$ cat src/rtl/ps2_host_tx_if.sv
// ps2_host_tx_if: command handshake between a PS/2 transmit client and the host transmitter
//   tx_data  byte to send, sampled when tx_start && tx_ready
//   tx_start one-cycle transmit request
//   tx_ready transmitter idle and accepting a request
//   tx_done  one-cycle pulse, byte acked by the device
//   tx_err   one-cycle pulse, no ack or device timeout
interface ps2_host_tx_if;
    logic [7:0] tx_data;
    logic       tx_start;
    logic       tx_ready;
    logic       tx_done;
    logic       tx_err;
    modport master (output tx_data, tx_start, input tx_ready, tx_done, tx_err);
    modport slave (input tx_data, tx_start, output tx_ready, tx_done, tx_err);
endinterface

$ cat src/rtl/ps2_host_tx.sv
// ps2_host_tx: PS/2 host-to-device transmitter (inhibit, request-to-send, 11-bit frame, ack check)
//   clk, rst     system clock, asynchronous active-low reset
//   bus          command handshake (ps2_host_tx_if.slave)
//   ps2_clk      raw PS/2 clock pad, ps2_data raw PS/2 data pad
//   ps2_clk_oe   1 pulls ps2_clk low, ps2_data_oe 1 pulls ps2_data low
module ps2_host_tx #(
    parameter int CLK_FREQ   = 50_000_000,
    parameter int INHIBIT_US = 100,
    parameter int TIMEOUT_US = 15000,
    parameter int FILTER_LEN = 8
) (
    input  logic         clk,
    input  logic         rst,
    ps2_host_tx_if.slave bus,
    input  logic         ps2_clk,
    input  logic         ps2_data,
    output logic         ps2_clk_oe,
    output logic         ps2_data_oe
);
    localparam int INH_CYC = CLK_FREQ / 1_000_000 * INHIBIT_US;
    localparam int TO_CYC  = CLK_FREQ / 1_000_000 * TIMEOUT_US;
    localparam int CW      = $clog2((INH_CYC > TO_CYC ? INH_CYC : TO_CYC) + 1);
    localparam int FW      = $clog2(FILTER_LEN + 1);

    typedef enum logic [2:0] {IDLE, INHIBIT, START, REQ, SEND, ACK, WAIT_IDLE} state_t;

    state_t          state, next;
    logic [1:0]      sync1, sync2, filt;
    logic [FW-1:0]   fcnt [2];
    logic            clk_prev;
    logic [CW-1:0]   cnt;
    logic [9:0]      shreg;
    logic [3:0]      bitcnt;
    logic            drv, fall, timed, timeout, set_done, set_err;

    // index 0 is the clock pad, index 1 the data pad
    always_ff @(posedge clk or negedge rst) begin
        if (!rst) begin
            sync1    <= '1;
            sync2    <= '1;
            filt     <= '1;
            fcnt     <= '{default: '0};
            clk_prev <= 1'b1;
        end else begin
            sync1    <= {ps2_data, ps2_clk};
            sync2    <= sync1;
            clk_prev <= filt[0];
            for (int i = 0; i < 2; i++) begin
                fcnt[i] <= (sync2[i] == filt[i] || fcnt[i] == FW'(FILTER_LEN - 1)) ? '0 : fcnt[i] + 1'b1;
                if (sync2[i] != filt[i] && fcnt[i] == FW'(FILTER_LEN - 1))
                    filt[i] <= sync2[i];
            end
        end
    end

    assign fall    = clk_prev & ~filt[0];
    assign timed   = state inside {REQ, SEND, ACK, WAIT_IDLE};
    assign timeout = timed && cnt == CW'(TO_CYC - 1);

    always_ff @(posedge clk or negedge rst) begin
        if (!rst) begin
            state       <= IDLE;
            bus.tx_done <= 1'b0;
            bus.tx_err  <= 1'b0;
        end else begin
            state       <= next;
            bus.tx_done <= set_done;
            bus.tx_err  <= set_err;
        end
    end

    always_comb begin
        next     = state;
        set_done = 1'b0;
        set_err  = 1'b0;
        case (state)
            IDLE:      next = bus.tx_start ? INHIBIT : IDLE;
            INHIBIT:   next = cnt == CW'(INH_CYC - 1) ? START : INHIBIT;
            START:     next = REQ;
            REQ:       next = fall ? SEND : REQ;
            SEND:      next = (fall && bitcnt == 4'd9) ? ACK : SEND;
            ACK: begin
                next    = fall ? (filt[1] ? IDLE : WAIT_IDLE) : ACK;
                set_err = fall & filt[1];
            end
            WAIT_IDLE: begin
                set_done = filt[0] & filt[1];
                next     = set_done ? IDLE : WAIT_IDLE;
            end
            default:   next = IDLE;
        endcase
        // a stalled device overrides whatever the clock edge would have done
        if (timeout) begin
            next     = IDLE;
            set_done = 1'b0;
            set_err  = 1'b1;
        end
    end

    // one counter times the inhibit window and then the per-edge device timeout
    always_ff @(posedge clk or negedge rst) begin
        if (!rst) begin
            cnt    <= '0;
            shreg  <= '1;
            bitcnt <= '0;
            drv    <= 1'b0;
        end else begin
            cnt <= (state == IDLE || state == START || (timed && fall)) ? '0 : cnt + 1'b1;
            if (state == IDLE && bus.tx_start)
                shreg <= {1'b1, ~^bus.tx_data, bus.tx_data};
            // bit 9 of shreg is the stop bit, so the tenth edge releases data naturally
            if (state == REQ) begin
                bitcnt <= '0;
                drv    <= 1'b1;
            end else if (state == SEND && fall) begin
                drv    <= ~shreg[bitcnt];
                bitcnt <= bitcnt + 1'b1;
            end
        end
    end

    assign bus.tx_ready = state == IDLE;
    assign ps2_clk_oe   = state == INHIBIT || state == START;
    assign ps2_data_oe  = state == START || state == REQ || ((state == SEND || state == ACK) && drv);
endmodule

$ cat src/flat_wrapper.sv
// flat-port wrapper written by rule: the top's interface ports become plain ports
module ps2_host_tx_flat 
#(
    parameter int CLK_FREQ   = 50_000_000,
    parameter int INHIBIT_US = 100,
    parameter int TIMEOUT_US = 15000,
    parameter int FILTER_LEN = 8
)
  (clk, rst, ps2_clk, ps2_data, ps2_clk_oe, ps2_data_oe, bus_tx_data, bus_tx_start, bus_tx_ready, bus_tx_done, bus_tx_err);
  ps2_host_tx_if bus_i ();
  input  logic clk;
  input  logic rst;
  input  logic ps2_clk;
  input  logic ps2_data;
  output logic ps2_clk_oe;
  output logic ps2_data_oe;
  input wire logic [$bits(bus_i.tx_data)-1:0] bus_tx_data;
  input wire logic [$bits(bus_i.tx_start)-1:0] bus_tx_start;
  output wire logic [$bits(bus_i.tx_ready)-1:0] bus_tx_ready;
  output wire logic [$bits(bus_i.tx_done)-1:0] bus_tx_done;
  output wire logic [$bits(bus_i.tx_err)-1:0] bus_tx_err;
  assign bus_i.tx_data = bus_tx_data;
  assign bus_i.tx_start = bus_tx_start;
  assign bus_tx_ready = bus_i.tx_ready;
  assign bus_tx_done = bus_i.tx_done;
  assign bus_tx_err = bus_i.tx_err;
  ps2_host_tx #(.CLK_FREQ(CLK_FREQ), .INHIBIT_US(INHIBIT_US), .TIMEOUT_US(TIMEOUT_US), .FILTER_LEN(FILTER_LEN)) u_core (.clk(clk), .rst(rst), .bus(bus_i), .ps2_clk(ps2_clk), .ps2_data(ps2_data), .ps2_clk_oe(ps2_clk_oe), .ps2_data_oe(ps2_data_oe));
endmodule
$ cat config.mk
export PLATFORM = sky130hd
export DESIGN_NAME = ps2_host_tx_flat
export DESIGN_NICKNAME = d
export VERILOG_FILES = /design/src/rtl/ps2_host_tx_if.sv /design/src/rtl/ps2_host_tx.sv /design/src/flat_wrapper.sv
export SDC_FILE = /design/constraint.sdc
export NUM_CORES = 1
export LEC_CHECK = 0
export ABC_AREA = 1
export CORE_MARGIN = 10
export CORE_UTILIZATION = 45
export DETAILED_ROUTE_END_ITERATION = 12
export PLACE_DENSITY = 0.62
export SLEW_MARGIN = 20
export SYNTH_ARGS = -nofsm -noshare
export SYNTH_HDL_FRONTEND = slang
export SYNTH_SLANG_ARGS = --single-unit
$ cat constraint.sdc
create_clock -name clk -period 2.72 [get_ports clk]
set_clock_uncertainty 0.15 [all_clocks]
set_input_delay 0.544 -clock clk [delete_from_list [all_inputs] [get_ports clk]]
set_output_delay 0.544 -clock clk [all_outputs]
set_load 0.005 [all_outputs]
### After elaboration in Yosys (flattened, before gate mapping)

Cells that the tools add are included.

| word-level totals | value |
|---|---|
| register bits | 54 |
| input port bits | 13 |
| output and inout port bits | 5 |
| logic and storage cells | 81 |

| cells by class | value |
|---|---|
| add/sub/neg operators | 4 |
| order comparisons | 1 |
| equal/unequal tests | 15 |
| multiplexer cells | 22 |
| bitwise operators | 5 |
| reduce and logical (&&, ||, !) cells | 20 |

Operators by type and width:

| cell | count |
|---|---|
| 3-bit case mux with 7 select lines | 1 |
| 20-bit by 1-bit adder with 20-bit output, second input constant | 1 |
| 20-bit by 13-bit == test with 1-bit output, second input constant | 1 |
| 20-bit == test, second input constant | 1 |
| 20-bit two-way mux | 1 |
| 4-bit two-way mux | 4 |
| 3-bit two-way mux | 5 |
| 4-bit by 1-bit adder with 4-bit output, second input constant | 3 |
| 3-bit == test, second input constant | 3 |
| 1-bit two-way mux | 9 |
| 4-bit by 3-bit == test with 1-bit output, second input constant | 2 |
| 1-bit logical AND | 8 |
| 1-bit logical OR | 8 |
| 8-bit XNOR reduction | 1 |
| 3-bit by 2-bit == test with 1-bit output, second input constant | 2 |
| 4-bit by 5-bit less-than comparator with 1-bit output, second input constant | 1 |
| 1-bit binary-select mux with 4-bit select | 1 |
| 4-bit == test, second input constant | 1 |
| 4-bit nonzero test | 1 |
| 1-bit AND | 3 |
| 3-bit by 1-bit == test with 1-bit output, second input constant | 1 |
| 3-bit logical NOT | 1 |
| 1-bit == test | 2 |
| 2-bit two-way mux | 1 |
| 3 further kinds | 5 |

### Depth between registers and ports, before layout

Gate-level depths: netlist (run 1).

| depth | value |
|---|---|
| depth after elaboration | 6 |
| depth in mapped cells | 10 |
| depth with buffers taken out | 9 |

### Worst setup path before layout (run 1)

OpenSTA, ideal clock, no wires.

| timing | value |
|---|---|
| path kind | register to output |
| start point | register u_core.state[1] |
| end point | output ps2_clk_oe |
| data arrival time | 903 ps |
| data required time | 2026 ps |
| slack | 1123 ps |
| cell stages (with the launch flop) | 4 |
| path buffers | 1 |
| cell sequence | dfrtp_1 buf_6 nor3_1 o21bai_1 |

| on the way | value |
|---|---|
| longest elaborated chain between the ends | 2 |
| elaborated cells on any way between the ends | 3 |
| those cells by class | eq/ne (2); reduce/logical (1) |

RTL lines:

| what | line | text |
|---|---|---|
| start: declaration | ps2_host_tx.sv:27 | `state_t state, next;` |
| start signal: assignment | ps2_host_tx.sv:66 | `state <= next;` |
| 3-bit by 1-bit == test with 1-bit output / 3-bit by 2-bit == test with 1-bit output (equally long branches) | ps2_host_tx.sv:123 | `assign ps2_clk_oe = state == INHIBIT \|\| state == START;` |
| 1-bit logical OR (*) | ps2_host_tx.sv:123 |  |
| end: declaration | flat_wrapper.sv:15 | `output logic ps2_clk_oe;` |

Every way passes the cells marked *; elsewhere a longest branch is shown, timed or not.

### Worst setup path after layout (run 1)

| timing | value |
|---|---|
| start point | register u_core.state[2] |
| end point | output ps2_clk_oe |

The elaborated chain is that of the path after synthesis.

==> results.txt, run 1 <==
First-pass GRT wire length: 10,350 microns
CP startpoint: u_core.state[2]
Worst Max-Slew Pin Slew: 0.6201 ns
Slowest cell on crit path: dfrtp_1
Final Hold Fails: 0
Worst Path Arrival: 1.84 ns
Gate Count Post-Synth: 396
Clock group share of total power: 29.6%
Worst Setup End Kind: primary output
Yosys cell types: 30
Die X: 102.6 microns
Leakage: 1.521 nW
# fillers: 650
Rel. slew slack: 58.51%
Setup bufs post-CTS: 0
Yosys top cell by area: dfrtp_1
Peak supply drop: 416.2 uV
Synth top area cells: dfrtp_1 31%, dfstp_2 14%, nand2_1 12%
Maximum clock frequency: 0.3940 GHz
Setup crit end: ps2_clk_oe
Fin crit share: 93.31%
Top-count cell post-synth: nand2_1
Nets: 436
Global route overflow: 0
Register bit total from synthesis: 54
Die area: 10,530 sq um
CTS tree: built
# rows: 30
Reg clk slew, reported paths: 0.10 ns
Clock Sinks: 54
Ant diodes: 0
Synthesized area per cell: 7.757 sq um
Number of port buffers: 17
Total CTS buffers: 5
Post-layout util: 50.89%
IO Pins: 18
Initial antenna violation count: 0
Final setup vio count: 0
Status: completed
Multi-input logic area: 1475 sq um
Max Cap Viol: 0
Post-DR vias/cell: 4.850
DRT Wirelength: 6021 microns
Reg2Reg Launch Point: u_core.cnt[0]
R2R cell count: 8
CTS root buffer: clkbuf_8
Initial Util: 45.72%
Worst hold path type: register to register
Power, Total: 1.622 mW
Sequential share of power: 57.3%
Required @ worst endpoint: 2.03 ns
Reg2Reg Setup Slack: 0.86 ns
CP Launch Type: register
Largest net degree at the start of global routing: 24
HPWL after DPL: 4579 microns
Net Sw Power: 447.6 uW
Post-synth EDFFs: 0
Via count: 2,420
Setup TNS: 0 ns
Async set or reset register ratio after synthesis: 100.0%
Sequential Area: 1371 sq um
Pwr dens: 474.3 nW/um^2
Ys flop type: dfrtp_1
RR Endpoint: u_core.state[2]
Layout cells sized above 1: 16.23%
Total global-route track usage: 12.05%
Iter 0 DRT Violations: 147
Wire per inst: 12.07 microns
Vias in the first global route: 2,161
Synth Cell Area: 3072 sq um
WS Path Type: register to primary output
P_int: 1.174 mW
Synthesis-to-finish area growth: 11.32%
Combinational group share of total power: 13.1%
DR DRC count: 0
Synth top cells by count: 102 x nand2_1, 67 x nor2_1, 38 x dfrtp_1
Drt pass-1 iters: 4
Minimum clock period: 2.538 ns
CP Cell Sequence: nor3_2 -> o21bai_1 -> clkdlybuf4s50_1
Sequential area share after synthesis: 44.64%
Net switching fraction of the power: 27.60%
Max-slew violations: 0
Top cell type's share of synthesized area: 30.96%
WHS: 0.2109 ns
Routability cong.: 0.8530
Core area: 6719 sq um
Die height: 102.6 microns
Worst-Skew Late Latency: 0.31 ns
Yosys warning total: 0
Syn nets: 414
Htree depth: 2
Clock Path Buffers: 2
Crit-path max cell delay: 0.56 ns
Largest fanout on the critical path: 8
Routed Antenna Nets: 0
RSZ-0062 raised after global routing: no
[worst max-delay path, delay by kind of cell (launching register included)]
| family | cells | cell delay, ns |
|---|---|---|
| flip-flops | 1 | 0.56 |
| buffers and inverters | 1 | 0.52 |
| AND/OR/NAND/NOR | 1 | 0.32 |
| AO/OA/AOI/OAI | 1 | 0.15 |
[power by group through the flow]
stage               logic (mW)  registers [mW]  clock network, mW
floorplan                0.143           0.933                  0
finish                   0.212           0.929              0.481
global route             0.255           0.940              0.529
detailed placement       0.213           0.944                  0
CTS                      0.216           0.929              0.495
global placement         0.206           0.942                  0
[per-stage QoR]
stage	setup WS [ns]	cells	instance area, sq um
after floorplan	1.123	396	3072
after global placement	0.5199	490	3304
after detailed placement	0.4365	490	3304
after CTS	0.07047	499	3415
after global routing	0.09978	499	3420
final	0.1819	499	3420
[layout make-up]
class	instances	area share (%)
Multi-Input combinational cell	290	43.14
Sequential cell	54	40.10
Timing Repair Buffer	21	5.781
Inverter	46	5.123
Tap cell	80	2.927
Clock buffer	6	2.415
Clock inverter	2	0.5123
[registers in the layout (all words and copies together), names as in the netlist]
register and count:
u_core.sync2 2, u_core.filt 2, u_core.bus.tx_err 1, u_core.sync1 2
u_core.fcnt 8, u_core.shreg 9, u_core.bitcnt 4, u_core.drv 1
u_core.state 3, u_core.cnt 20, u_core.bus.tx_done 1, u_core.clk_prev 1
[cell usage in the layout, fill, tap and decap left out]
| cell type | netlist | routed |
|---|---|---|
| ha_1 | 5 | 5 |
| o21bai_1 | 1 | 1 |
| a21oi_1 | 9 | 9 |
| nand4_1 | 4 | 4 |
| dlygate4sd3_1 | 0 | 1 |
| nand2_1 | 102 | 102 |
| nor2_1 | 67 | 67 |
| a21oi_2 | 1 | 1 |
| nor3_2 | 0 | 1 |
| o21ai_1 | 2 | 2 |
| nor2_4 | 4 | 4 |
| dfrtp_1 | 38 | 38 |
| inv_1 | 37 | 37 |
| clkdlybuf4s50_1 | 0 | 16 |
| o21ai_0 | 10 | 10 |
| or2_2 | 1 | 1 |
| nand3_1 | 28 | 28 |
| o31ai_1 | 1 | 1 |
| nor3_1 | 9 | 8 |
| nand2_2 | 4 | 4 |
| nand3_4 | 2 | 2 |
| inv_2 | 8 | 8 |
| inv_4 | 1 | 1 |
| o22ai_1 | 1 | 1 |
| clkbuf_8 | 0 | 6 |
| xnor2_1 | 10 | 10 |
| dfstp_2 | 16 | 16 |
| xor2_1 | 10 | 10 |
| clkinv_4 | 0 | 2 |
| nand3b_1 | 1 | 1 |
| nand3_2 | 3 | 3 |
| buf_4 | 0 | 3 |
| nor2_2 | 14 | 14 |
| o21ai_4 | 1 | 1 |
| buf_2 | 2 | 1 |
[repair_timing]
item                       4_1_cts  5_1_grt
setup endpoints to repair        0        1
hold endpoints to repair        13        0
resized for setup                0        1
hold buffers                     1        0
[layer usage]
layer	track usage, %	part of all wire [%]	wire [microns]	vias to the layer above
met5	0	0	0	-
li1	-	-	-	1283
met3	2.413	4.6	276	5
met1	18.65	55	3312	1095
met4	2.603	0.48	29	0
met2	16.54	40	2402	37
[cells by family after synthesis]
group / after synthesis / synth area share, %
and+or+nand+nor: 239 / 35.19
AOI/OAI and AO/OA: 26 / 4.929
adders and majority gates: 5 / 2.037
buffers and inverters: 52 / 7.495
xor gates and xnor gates: 20 / 5.702
DFF: 54 / 44.64
[how the worst min path moves through the flow]
stage,to,from,depth (start not counted),slack [ns]
6_report,u_core.sync2[1],u_core.sync1[1],0,0.21
2_1_floorplan,u_core.bitcnt[0],rst,0,0.1
4_1_cts,u_core.sync2[1],u_core.sync1[1],0,0.21
3_5_place_dp,u_core.sync2[1],u_core.sync1[1],0,0.20
3_3_place_gp,u_core.sync2[1],u_core.sync1[1],0,0.20
5_1_grt,u_core.sync2[0],u_core.sync1[0],0,0.22
No activity file was read; power rests on OpenSTA's default activity.
==> inputs of run 2 (changes only) <==
PLACE_DENSITY = not set   (was 0.62)
PLACE_DENSITY_LB_ADDON = 0.15   (was not set)
==> run 2 against run 1 <==
Net effect: via count grew 0.74%; maximum frequency shrank 1.6%; combinational power is essentially flat; sequential cell count is the same; non-clock buffer count is the same; worst hold slack gained 0.00082 ns; cell count is the same; first-iteration DRC count shrank 0.68%; global-route usage grew 0.66 points.
==> results.txt, run 2 (synthesis gave the netlist of run 1 again) <==
Bufs and invs on worst path: 1
Layout cells sized above 1: 15.99%
Peak supply drop: 349.8 uV
Max-slew violations: 0
CP top delay family: flip-flops
Pwr dens: 476.9 nW/um^2
Ant diodes: 0
# fillers: 660
Worst Max-Slew Pin Slew: 0.6281 ns
DRT Wirelength: 6132 microns
Net Sw Power: 470.5 uW
CTS tree: built
Total global-route track usage: 12.71%
Largest fanout on the critical path: 8
Worst-Skew Late Latency: 0.32 ns
Minimum clock period: 2.581 ns
Max Cap Viol: 0
Reg clk slew, reported paths: 0.11 ns
Required @ worst endpoint: 2.03 ns
Setup TNS: 0 ns
Setup WS post-layout: 0.1394 ns
Crit-path max cell delay: 0.55 ns
Slowest cell on crit path: dfrtp_1
Global route overflow: 0
Final Hold Fails: 0
Net switching fraction of the power: 28.93%
HPWL after DPL: 4652 microns
Nets: 436
Commonest non-fill, non-tap cell in the layout: nand2_1
Largest register FFs: 20
Clock Path Buffers: 2
WS Path Type: register to primary output
Number of port buffers: 17
CTS root buffer: clkbuf_8
Routed Antenna Nets: 0
Sequential share of power: 57.2%
RSZ-0062 raised after global routing: no
Htree depth: 2
Worst hold path type: register to register
Initial antenna violation count: 0
Synthesis-to-finish area growth: 11.00%
Rel. slew slack: 57.97%
CP Cell Sequence: nor3_1 -> o21bai_1 -> clkdlybuf4s50_1
DR DRC count: 0
Worst slack, placed: 0.4798 ns
Status: completed
Setup bufs post-CTS: 0
Post_cts resized: 0
First-pass GRT wire length: 10,810 microns
Leakage: 1.518 nW
Post-DR vias/cell: 4.886
Clock group share of total power: 30.0%
Maximum clock frequency: 0.3875 GHz
# rows: 30
Drt pass-1 iters: 4
Die X: 102.6 microns
Via count: 2,438
Worst Setup End Kind: primary output
Largest registers: u_core.cnt x20, u_core.shreg x9, u_core.fcnt x8
Register name with the most flops: u_core.cnt
Worst Path Arrival: 1.89 ns
Clock Sinks: 54
Largest net degree at the start of global routing: 23
Total CTS buffers: 5
Iter 0 DRT Violations: 146
Most frequent cells in the layout: 102 x nand2_1, 67 x nor2_1, 38 x dfrtp_1, 37 x inv_1, 28 x nand3_1
P_int: 1.156 mW
# hold bufs at CTS: 1
Core area: 6719 sq um
Routability cong.: 0.8699
Die height: 102.6 microns
CP Launch Type: register
Final setup vio count: 0
IO Pins: 18
Combinational group share of total power: 12.9%
Fin crit share: 94.87%
Die area: 10,530 sq um
Wire per inst: 12.29 microns
Vias in the first global route: 2,310
Initial Util: 45.72%
-- run 2: cell types whose count changed in the layout (fill, tap and decap cells not counted) --
cell      delta
clkinv_4     -2
clkbuf_8     -1
inv_6        +3
nor3_2       -1
nor3_1       +1
-- run 2: area by class of cell --
| type | instances | area [sq um] | share of cell area (%) |
|---|---|---|---|
| multi-input cells | 290 | 1470 | 43.12 |
| flip-flops and latches | 54 | 1371 | 40.22 |
| repair buffers | 21 | 197.7 | 5.798 |
| inverters | 46 | 175.2 | 5.138 |
| well taps | 80 | 100.1 | 2.936 |
| clock buffers | 5 | 68.82 | 2.018 |
| clock inverters | 3 | 26.28 | 0.7706 |
-- run 2: final timing paths --
kind                                       from               to  slack (ns)  depth (start not counted)
min in group asynchronous                   rst    u_core.cnt[4]        0.50                          2
max in group asynchronous                   rst  u_core.sync1[1]        1.28                          3
worst min-delay path            u_core.sync1[0]  u_core.sync2[0]        0.21                          0
worst max-delay path            u_core.state[2]       ps2_clk_oe        0.14                          3
worst max register to register    u_core.cnt[0]  u_core.state[0]        0.88                          8
worst min register to register  u_core.sync1[0]  u_core.sync2[0]        0.21                          0
-- run 2: power groups by stage --
| stage | sequential [mW] | combinational, mW | clock [mW] |
|---|---|---|---|
| global placement | 0.942 | 0.205 | 0 |
| detailed placement | 0.945 | 0.211 | 0 |
| finish | 0.930 | 0.209 | 0.487 |
| CTS | 0.930 | 0.213 | 0.504 |
| global route | 0.938 | 0.253 | 0.538 |
| floorplan | 0.933 | 0.143 | 0 |
-- run 2: metrics by stage --
step	hold slack (ns)	cells	area [sq um]	total power [mW]	utilization, %
after floorplan	0.09841	396	3072	1.076	-
after global placement	0.1959	490	3304	1.147	49.18
after detailed placement	0.1968	490	3304	1.156	49.18
after CTS	0.2127	499	3410	1.648	50.74
after global routing	0.2226	499	3410	1.730	50.74
final	0.2118	499	3410	1.626	50.74
-- run 2: layer usage --
layer  wire length, microns  vias up  global-route usage [%]
li1                       -     1290                       -
met1                   3352     1111                   18.57
met2                   2519       30                   18.60
met3                    194        7                   2.279
met4                     65        0                   3.579
met5                      0        -                       0
